### config.mk
export PLATFORM = sky130hd
export DESIGN_NAME = if_fetch_unit
export DESIGN_NICKNAME = d
export VERILOG_FILES = /design/src/rtl/if_fetch_unit.sv
export SDC_FILE = /design/constraint.sdc
export NUM_CORES = 1
export LEC_CHECK = 0
export BUFFER_PORTS_ARGS = -buffer_cell sky130_fd_sc_hd__buf_2
export CORE_ASPECT_RATIO = 0.7
export CORE_MARGIN = 2
export CORE_UTILIZATION = 30
export CTS_BUF_LIST = sky130_fd_sc_hd__clkbuf_16
export CTS_CLUSTER_DIAMETER = 40
export DETAILED_ROUTE_END_ITERATION = 8
export HOLD_SLACK_MARGIN = 0.08
export MAX_ROUTING_LAYER = met4
export PLACE_DENSITY = 0.55
export SYNTH_ARGS = -nofsm -noshare
export SYNTH_HDL_FRONTEND = slang
export SYNTH_SLANG_ARGS = --single-unit
### constraint.sdc
create_clock -name clk -period 7.8 [get_ports clk]
set_input_delay 1.17 -clock clk [delete_from_list [all_inputs] [get_ports clk]]
set_output_delay 1.17 -clock clk [all_outputs]
set_load 0.005 [all_outputs]
### src/rtl/if_fetch_unit.sv
// ---------------------------------------------------------------------------
// if_fetch_unit
// Instruction-fetch stage of the 5-stage LEGv8 pipeline, directly upstream of
// the IF/ID register. Owns the fetch PC, issues in-order requests to a
// variable-latency instruction memory, buffers returned instructions (with
// their PCs) in an in-order ring buffer and presents them to IF/ID through a
// valid/ready handshake. A taken branch (redirect) squashes everything that is
// buffered or still in flight.
//
// Ports
//   clk, reset       clock; synchronous active-low reset
//   imem_req_*       fetch request channel (valid/ready, addr = fetch PC)
//   imem_rsp_*       in-order fetch responses (valid, data)
//   redirect_*       taken branch from MEM: flush and restart at redirect_pc
//   if_valid/ready   handshake toward IF/ID carrying {if_pc, if_instr}
//   err_spurious     sticky flag: a response arrived with nothing outstanding
// ---------------------------------------------------------------------------
module if_fetch_unit #(
    parameter int              PC_W     = 64,
    parameter int              INSTR_W  = 32,
    parameter logic [PC_W-1:0] RESET_PC = '0,
    parameter int              DEPTH    = 2
) (
    input  logic               clk,
    input  logic               reset,
    output logic               imem_req_valid,
    input  logic               imem_req_ready,
    output logic [PC_W-1:0]    imem_req_addr,
    input  logic               imem_rsp_valid,
    input  logic [INSTR_W-1:0] imem_rsp_data,
    input  logic               redirect_valid,
    input  logic [PC_W-1:0]    redirect_pc,
    output logic               if_valid,
    input  logic               if_ready,
    output logic [PC_W-1:0]    if_pc,
    output logic [INSTR_W-1:0] if_instr,
    output logic               err_spurious
);

    localparam int PTR_W = (DEPTH > 1) ? $clog2(DEPTH) : 1;
    localparam int CNT_W = $clog2(DEPTH + 1);

    logic [PC_W-1:0]    fetch_pc;
    logic [PC_W-1:0]    entry_pc    [DEPTH];
    logic [INSTR_W-1:0] entry_instr [DEPTH];
    logic [DEPTH-1:0]   entry_filled;
    logic [PTR_W-1:0]   head;
    logic [PTR_W-1:0]   tail;
    logic [PTR_W-1:0]   fill_ptr;
    logic [CNT_W-1:0]   count;
    logic [CNT_W-1:0]   pend_cnt;
    logic [CNT_W-1:0]   drop_cnt;

    logic               issue_fire;
    logic               pop_fire;
    logic               rsp_fill;
    logic               rsp_spurious;
    logic [CNT_W-1:0]   drop_sum;
    logic [CNT_W-1:0]   drop_next;

    function automatic logic [PTR_W-1:0] ptr_inc(input logic [PTR_W-1:0] p);
        if (p == PTR_W'(DEPTH - 1))
            return '0;
        return p + PTR_W'(1);
    endfunction

    // Handshakes. Outputs are forced low while reset is held because the
    // state registers only clear at the next edge.
    assign imem_req_valid = reset && !redirect_valid && (count < CNT_W'(DEPTH))
                            && (drop_cnt == '0);
    assign imem_req_addr  = fetch_pc;
    assign issue_fire     = imem_req_valid && imem_req_ready;

    assign if_valid = reset && (count != '0) && entry_filled[head] && !redirect_valid;
    assign if_pc    = reset ? entry_pc[head]    : '0;
    assign if_instr = reset ? entry_instr[head] : '0;
    assign pop_fire = if_valid && if_ready;

    // pend_cnt counts allocated-but-unfilled entries, i.e. requests in flight
    // that still own a slot. A response with neither a pending drop nor an
    // unfilled slot to land in is spurious, with or without a redirect.
    assign rsp_fill     = imem_rsp_valid && !redirect_valid && (drop_cnt == '0)
                          && (pend_cnt != '0);
    assign rsp_spurious = imem_rsp_valid && (drop_cnt == '0) && (pend_cnt == '0);

    // On redirect every unfilled slot turns into a response to be dropped; a
    // response arriving in that same cycle retires one of them immediately.
    // drop_cnt is only nonzero when no entries are allocated, so the sum
    // never exceeds DEPTH.
    always_comb begin
        drop_sum  = drop_cnt + pend_cnt;
        drop_next = drop_sum;
        if (imem_rsp_valid && (drop_sum != '0))
            drop_next = drop_sum - CNT_W'(1);
    end

    // Ring buffer, pointers and counters. Popped entries keep a stale filled
    // bit; it is harmless because count gates if_valid and the bit is cleared
    // when the slot is reallocated.
    always_ff @(posedge clk) begin
        if (!reset) begin
            fetch_pc     <= RESET_PC;
            head         <= '0;
            tail         <= '0;
            fill_ptr     <= '0;
            count        <= '0;
            pend_cnt     <= '0;
            drop_cnt     <= '0;
            entry_filled <= '0;
            err_spurious <= 1'b0;
            for (int i = 0; i < DEPTH; i++) begin
                entry_pc[i]    <= '0;
                entry_instr[i] <= '0;
            end
        end else if (redirect_valid) begin
            fetch_pc     <= redirect_pc;
            head         <= '0;
            tail         <= '0;
            fill_ptr     <= '0;
            count        <= '0;
            pend_cnt     <= '0;
            entry_filled <= '0;
            drop_cnt     <= drop_next;
            if (rsp_spurious)
                err_spurious <= 1'b1;
        end else begin
            if (issue_fire) begin
                entry_pc[tail]     <= fetch_pc;
                entry_filled[tail] <= 1'b0;
                tail               <= ptr_inc(tail);
                fetch_pc           <= fetch_pc + PC_W'(4);
            end
            if (rsp_fill) begin
                entry_instr[fill_ptr]  <= imem_rsp_data;
                entry_filled[fill_ptr] <= 1'b1;
                fill_ptr               <= ptr_inc(fill_ptr);
            end
            if (imem_rsp_valid && (drop_cnt != '0))
                drop_cnt <= drop_cnt - CNT_W'(1);
            if (rsp_spurious)
                err_spurious <= 1'b1;
            if (pop_fire)
                head <= ptr_inc(head);
            count    <= count + CNT_W'(issue_fire) - CNT_W'(pop_fire);
            pend_cnt <= pend_cnt + CNT_W'(issue_fire) - CNT_W'(rsp_fill);
        end
    end

endmodule

Word level (Yosys, flattened, before mapping)
Memory sizes are Yosys's and may differ from the RTL's. A register that Yosys moved wholly into a read port is not among the register bits.
Index checks and enable logic that the tools add are counted.
Storage, ports and cells
  bits in registers: 76
  memory bits (writable): 192
  input port bits: 102
  output and inout port bits: 163
  word-level logic and storage cells: 115
  memories kept: 2
Cells by class
  $add $sub $neg: 11
  magnitude comparators: 6
  mux-type cells: 54
  bitwise gates (word level): 4
  reductions and logical operators: 29
Memories
  entry_pc: words 2, bits a word 64, read ports 1, clocked after Yosys merged registers in 1, wr ports 2, line 44  | logic [PC_W-1:0] entry_pc [DEPTH];
  entry_instr: words 2, bits a word 32, read ports 1, clocked after Yosys merged registers in 1, wr ports 2, line 45  | logic [INSTR_W-1:0] entry_instr [DEPTH];
Operators with widths (count)
  $mux W64: 4
  $add A64 B3 Y64 const B: 1
  $mux W32: 2
  $reduce_or A64 Y1: 1
  $mux W1: 39
  $reduce_or A32 Y1: 1
  $logic_and A1 B1 Y1: 17
  $mux W2: 7
  $reduce_bool A2 Y1: 6
  $lt A1 B2 Y1 const B: 3
  $add A2 B1 Y2: 2
  $logic_not A2 Y1: 2
  $sub A2 B1 Y2: 2
  $sub A2 B1 Y2 const B: 2
  $add A1 B1 Y1 const B: 3
  $add A2 B2 Y2: 1
  $and A2 B2 Y2: 1
  $demux W1 S1: 2
  $ge A1 B1 Y1 const B: 2
  $lt A2 B2 Y1 const B: 1
  $not A2 Y2: 1
  $or A2 B2 Y2: 1
  $reduce_or A2 Y1: 1
  $logic_not A1 Y1: 1
  $not A1 Y1: 1

Depth between registers and ports, before layout
Gate-level depths: netlist of the first run.
  word-level depth: 11
  mapped depth: 14
  gate-level depth less buffers: 11

Worst setup path before layout of the first run
Ideal clock, no wire load.
  path kind: in2reg
  start: input port imem_req_ready
  end: memory entry_pc[0][0] (enable)
  library setup time: 0.575 ns
  data arrival time: 6.465 ns
  data required time: 7.225 ns
  slack: 0.760 ns
  stages: 6
  path buffers: 2
  path through: nand3b_4 > buf_4 > nor2_2 > inv_2 > buf_1 > o21ai_0
RTL lines
  start, declared: line 27  | input logic imem_req_ready,
  end, declared: line 44

==> flow_summary.toml, run 1 <==
[outcome]
status = "complete, no violations"

[logic_synthesis]
synthXorXnorAreaFrac_pct = 2.68
synth.cell_area_sq_um = 13100
post_synth.cell_area_avg_sq_um = 10.9
syn-num-nets = 1312
synth_top_family_by_area = "simple AND/OR/NAND/NOR gates"
async_flop_share_pct = 0
synth_edf_count = 192
yosysSeqAreaShare_pct = 55.9
synthCells = 1203
yosys_most_used_dff = "edfxtp_1"
ys.warnings.count = 0
yosys.area_share.simple_pct = 23.0
yosysUniqueCellTypes = 66
ys_seq_elements = 269
synthMuxAreaShare_pct = 8.45
synth_compound_area_share_pct = 6.17
synth_fa_ha_area_share_pct = 0.671

[layout]
drive_above_1_share_pct = 25.9
final_nets = 1547
syn_to_final_growth_pct = 23.9

[critical_path]
setup.worst_path.end_class = "output pin"
required_ns = 6.63
cp-start-kind = "flip-flop"
critPathKind = "reg2out"
reg2reg_from = "drop_cnt[0]$_SDFFE_PN0P_"
worstPathArrival_ns = 3.01
critPathMaxFanout = 60
r2r_end = "entry_pc[1][43]$_SDFFCE_PN0P_"
endpoint = "if_instr[27]"
reg2reg_slack_ns = 4.33
worstRegToRegCells = 7

[pwr]
clock_power_share_pct = 46.2
peakVddDrop_uv = 130
p_int_w = 0.00276
power_density_nw_per_um2 = 232
p_leak_nw = 6.44
switching_share_pct = 26.5
comb_power_share_pct = 9.1
p_sw_w = 0.000993
pwr-share-seq_pct = 44.7

[clock_network]
clkTransAtPathRegs_ns = 0.06
clock-sinks = 269
postCtsResizedCells = 0
holdBufCountCts = 0
ctsHtreeMaxLevel = 2
cts-root-buf = "clkbuf_16"
tritoncts = "yes"
clock_latency_ns = 0.54
clock_path_buffers = 3
cts_made_buffers = 39
post_cts_buffers = 0

[route]
dr.pass1.iters = 7
via_per_inst = 4.88
wire_per_inst_um = 20.2
wl_um = 41600
drc = 0
drt_iter0_drc = 872
vias = 10100
antenna_left = 0

[place]
portBuffers = 264
hpwl_um = 28700
gp_congestion = 0.855
dp_slack_ns = 3.13

[sta]
fin_ws_ns = 3.62
finalMaxSlewViolations = 0
grt_setup_unrepaired = "false"
fin_crit_sh_pct = 53.6
fin_setup_tns_ns = 0
min_period_ns = 4.18
worst_pin_slew_ns = 1.20
skew_ns = 0.0301
setup_viol = 0
max_freq_mhz = 239
hold_viol = 0
max_slew_margin_pct = 19.8

[flow_run]
maxCapViolCount = 0

[floorplan]
rows = 63
die_h_um = 179
dieArea_sq_um = 45200
die_x_um = 253
start_util_pct = 30.6
core_area_sq_um = 42600
io_pins = 265

[global_routing]
grt_usage_pct = 18.5
globalRouteOverflowTotal = 0
grt_pass1_wl_um = 60800
grt_max_degree = 71
grt_pass1_vias = 9516
antenna_found_initial = 5

[hold_path]
hp-class = "reg2reg"
layout by cell type (no fill, tap or decap), types with 10 or more instances in the layout:
cell type  count
and3_1        73
nand4_1       18
buf_4         10
o21ai_0       29
nand3_1       36
nor2_1       150
buf_2        264
dfxtp_1       75
edfxtp_1     192
mux2i_1      108
nor3_1        29
and2_1       125
clkbuf_16     40
nand2_1       53
xnor2_1       26
xor2_1        14
inv_1         14
a21oi_1       67
per-stage QoR:
stage               total power [W]  instances  hold WS, ns  instance area (sq um)  util (%)
floorplan                   0.00189       1203        0.454                  13100         -
global placement            0.00205       1982        0.449                  14900      34.9
detailed placement          0.00206       1982        0.458                  14900      34.9
CTS                         0.00379       2054        0.481                  16200      37.9
global route                0.00390       2059        0.544                  16200      37.9
finish                      0.00375       2059        0.480                  16200      37.9
metal layers:
layer  up-vias  track usage (%)  wire length [um]
met5         -                -                 0
met4         0             6.04               940
met3        56             3.85              2790
met2       315             26.6             18500
met1      4866             25.9             19400
li1       4820                -                 -
worst max-delay path: stages, from the launching register on:
cell and delay (ns):
dfxtp_4 0.80, buf_4 0.94, mux2i_1 0.21, nor2_1 0.23, buf_2 0.16
cells in the mapped netlist (5+ instances only):
library cell    n  area share, %
nand3_1        36            1.4
nor2_1        152            4.4
nand4_1        18           0.86
nor4_1          5           0.24
o22ai_1         6           0.29
edfxtp_1      192             44
buf_2           6           0.23
nor3_1         29            1.1
nand2_1        56            1.6
a21oi_1        67            2.6
xor2_1         14           0.94
inv_1           9           0.26
buf_1           7           0.20
and2_1        125            6.0
xnor2_1        26            1.7
and3_1         73            3.5
nand2b_1        5           0.24
a31oi_1         7           0.34
nor4_2          9           0.86
o21ai_0        30            1.1
ha_1            7           0.67
clkbuf_1       59            1.7
mux2i_1       108            8.3
dfxtp_1        77             12
or3_1           5           0.24
power groups by stage:
| stage | Clock (W) | Combinational (W) | Sequential [W] |
|---|---|---|---|
| 2_1_floorplan | 0 | 0.000199 | 0.00169 |
| 5_1_grt | 0.00183 | 0.000384 | 0.00169 |
| 3_5_place_dp | 0 | 0.000351 | 0.00171 |
| 3_3_place_gp | 0 | 0.000345 | 0.00171 |
| 4_1_cts | 0.00176 | 0.000352 | 0.00168 |
| 6_report | 0.00173 | 0.000343 | 0.00168 |
cells by family (layout without fill, tap and decap cells):
logic type,after synthesis,in the layout
AND/OR/NAND/NOR,546,546
XOR/XNOR,40,40
other,0,5
flip-flops,269,269
AO/OA/AOI/OAI,139,139
multiplexers,110,110
adder cells (fa/ha/maj),7,7
buffers and inverters,92,358
state kept, by name, indices dropped and copies added, names as in the netlist, named ones only:
register       flops
count              2
drop_cnt           2
entry_filled       2
entry_instr       64
entry_pc         128
err_spurious       1
fill_ptr           1
head               1
imem_req_addr     64
pend_cnt           2
tail               1
cell type report:
class                      count  area (sq um)
multi-input combinational    842          5390
timing repair buffer         274          1400
inverter                      12          47.5
antenna                        5          12.5
clock buffer                  40          1000
clock inverter                32           283
fill                        4202         26500
sequential                   269          7310
tap                          585           732
how the worst min path moves through the flow:
| stage | depth (start not counted) | startpoint | to |
|---|---|---|---|
| after floorplan | 2 | entry_filled[0]$_SDFF_PP0_ | entry_filled[0]$_SDFF_PP0_ |
| after global placement | 2 | err_spurious$_SDFFE_PN0P_ | err_spurious$_SDFFE_PN0P_ |
| after detailed placement | 2 | err_spurious$_SDFFE_PN0P_ | err_spurious$_SDFFE_PN0P_ |
| after CTS | 2 | entry_filled[0]$_SDFF_PP0_ | entry_filled[0]$_SDFF_PP0_ |
| after global routing | 2 | entry_filled[0]$_SDFF_PP0_ | entry_filled[0]$_SDFF_PP0_ |
| final | 2 | entry_filled[0]$_SDFF_PP0_ | entry_filled[0]$_SDFF_PP0_ |
Note: power is estimated with default switching activity, not from simulation.
==> inputs of run 2 (changes only) <==
--- a/config.mk
+++ b/config.mk
@@ -14,7 +14,7 @@
 export DETAILED_ROUTE_END_ITERATION = 8
 export HOLD_SLACK_MARGIN = 0.08
 export MAX_ROUTING_LAYER = met4
-export PLACE_DENSITY = 0.55
+export PLACE_DENSITY = 0.57
 export SYNTH_ARGS = -nofsm -noshare
 export SYNTH_HDL_FRONTEND = slang
 export SYNTH_SLANG_ARGS = --single-unit
==> constraint.sdc (replaced) <==
create_clock -name clk -period 3.67 [get_ports clk]
set_input_delay 0.5505 -clock clk [delete_from_list [all_inputs] [get_ports clk]]
set_output_delay 0.5505 -clock clk [all_outputs]
set_load 0.005 [all_outputs]
==> run 2 against run 1 <==
Net effect: final cell count up 0.73%; sequential power up 110%; utilization up 0.30 points; sequential cell count unchanged; count of clock-buffer cells in the layout down 1; highest routed layer unchanged; setup slack worse by 2.8 ns; worst hold slack worse by 0.22 ns; critical path depth unchanged; via count up 2.5%; combinational power up 120%; first-iteration DRC count up 11%.
==> flow_summary.toml, run 2 (synthesis results as in run 1) <==
[route]
wl_um = 42100
drt_iter0_drc = 969
dr.pass1.iters = 7
via_per_inst = 4.97
wire_per_inst_um = 20.3
vias = 10300
drc = 0
antenna_left = 0

[pwr]
power_density_nw_per_um2 = 483
p_total_w = 0.00787
switching_share_pct = 26.1
p_leak_nw = 6.53
clock_power_share_pct = 45.1
pwr-share-seq_pct = 45.2
p_sw_w = 0.00206
comb_power_share_pct = 9.7
p_int_w = 0.00581
peakVddDrop_uv = 298

[layout]
multi_input_area_sq_um = 5390
regMostFlops = "entry_pc"
largest_reg_flops = 128
drive_above_1_share_pct = 26.7
n_fill_cell = 4274
final_common_cell = "buf_2"
final_nets = 1566
regArea_sq_um = 7310
fin_area_sq_um = 16300
final_cell_mix = "buf_2, edfxtp_1, nor2_1"
syn_to_final_growth_pct = 24.8

[floorplan]
die_h_um = 179
io_pins = 265
dieArea_sq_um = 45200
rows = 63
start_util_pct = 30.6
die_x_um = 253
core_area_sq_um = 42600

[clock_network]
clkTransAtPathRegs_ns = 0.06
ctsHtreeMaxLevel = 2
cts-root-buf = "clkbuf_16"
postCtsResizedCells = 0
post_cts_buffers = 0
clock_path_buffers = 3
cts_made_buffers = 39
clock-sinks = 269
holdBufCountCts = 0
clock_latency_ns = 0.53
tritoncts = "yes"

[sta]
setup_viol = 0
fin_setup_tns_ns = 0
hold_viol = 0
fin_crit_sh_pct = 77.2
finalMaxSlewViolations = 0
max_freq_mhz = 353
skew_ns = 0.0159
min_period_ns = 2.83
max_slew_margin_pct = 48.4
grt_setup_unrepaired = "false"
worst_pin_slew_ns = 0.773

[critical_path]
cp-start-kind = "flip-flop"
endpoint = "if_pc[34]"
worstPathArrival_ns = 2.28
required_ns = 3.12
reg2reg_slack_ns = 0.93
critPathMaxFanout = 31
worstRegToRegCells = 7
r2r_end = "imem_req_addr[41]$_SDFFE_PN0P_"
critPathKind = "reg2out"
setup.worst_path.end_class = "output pin"
reg2reg_from = "drop_cnt[0]$_SDFFE_PN0P_"

[flow_run]
maxCapViolCount = 0

[global_routing]
busiest_layer = "met2"
use_met2_pct = 28.2
use_met1_pct = 25.6
grt_pass1_vias = 9637
use_met3_pct = 3.98
antenna_found_initial = 3
grt_pass1_wl_um = 61200
globalRouteOverflowTotal = 0
grt_max_degree = 69
grt_usage_pct = 18.7

[place]
gp_congestion = 0.870
portBuffers = 264
postPlaceCellArea_sq_um = 15100
hpwl_um = 28900

[hold_path]
hp-class = "in2reg"

[outcome]
status = "complete, no violations"
run 2: cell types whose count changed in the layout (fill, tap and decap cells not counted), sizes merged:
| cell | before | now |
|---|---|---|
| buf | 274 | 293 |
| diode | 5 | 3 |
| inv | 29 | 27 |
| clkbuf | 40 | 39 |
| clkinv | 10 | 11 |
run 2: worst max-delay path: stages (launching register included):
cell and delay (ns):
dfxtp_4 0.77, buf_4 0.42, mux2i_1 0.30, nor2_1 0.08
buf_2 0.16
run 2: worst min path at each step:
stage          depth (start not counted)                        from                            end
6_report                               3              redirect_pc[3]  imem_req_addr[3]$_SDFFE_PN0P_
5_1_grt                                3              redirect_pc[0]  imem_req_addr[0]$_SDFFE_PN0P_
4_1_cts                                3              redirect_pc[3]  imem_req_addr[3]$_SDFFE_PN0P_
3_5_place_dp                           2       fill_ptr$_SDFFE_PP0N_          fill_ptr$_SDFFE_PP0N_
3_3_place_gp                           2   err_spurious$_SDFFE_PN0P_      err_spurious$_SDFFE_PN0P_
2_1_floorplan                          2  entry_filled[0]$_SDFF_PP0_     entry_filled[0]$_SDFF_PP0_
run 2: power by group through the flow:
stage / Combinational [W] / Clock [W] / Sequential [W]
2_1_floorplan: 0.000425 / 0 / 0.00358
3_3_place_gp: 0.000763 / 0 / 0.00361
3_5_place_dp: 0.000775 / 0 / 0.00362
4_1_cts: 0.000778 / 0.00364 / 0.00355
5_1_grt: 0.000839 / 0.00376 / 0.00357
6_report: 0.000765 / 0.00355 / 0.00356
run 2: cell type report:
type,count,share of cell area (%)
diodes,3,0.0460
clock buffers,39,5.99
clock inverters,31,1.53
inverters,12,0.292
multi-input cells,842,33.1
flip-flops and latches,269,44.9
well taps,585,4.49
repair buffers,293,9.75
run 2: per-stage QoR:
step | cells | util [%] | hold WS (ns) | worst slack (ns)
floorplan | 1203 | - | 0.454 | 0.119
global placement | 2001 | 35.3 | 0.453 | 0.966
detailed placement | 2001 | 35.3 | 0.477 | 0.942
CTS | 2071 | 38.2 | 0.234 | 0.787
global route | 2073 | 38.2 | 0.269 | 0.726
finish | 2074 | 38.2 | 0.256 | 0.836
run 2: per-layer routing:
layer / up-vias / routed length (um)
met5: - / 0
met4: 0 / 726
met3: 49 / 3050
met2: 379 / 19200
met1: 5012 / 19100
li1: 4865 / -
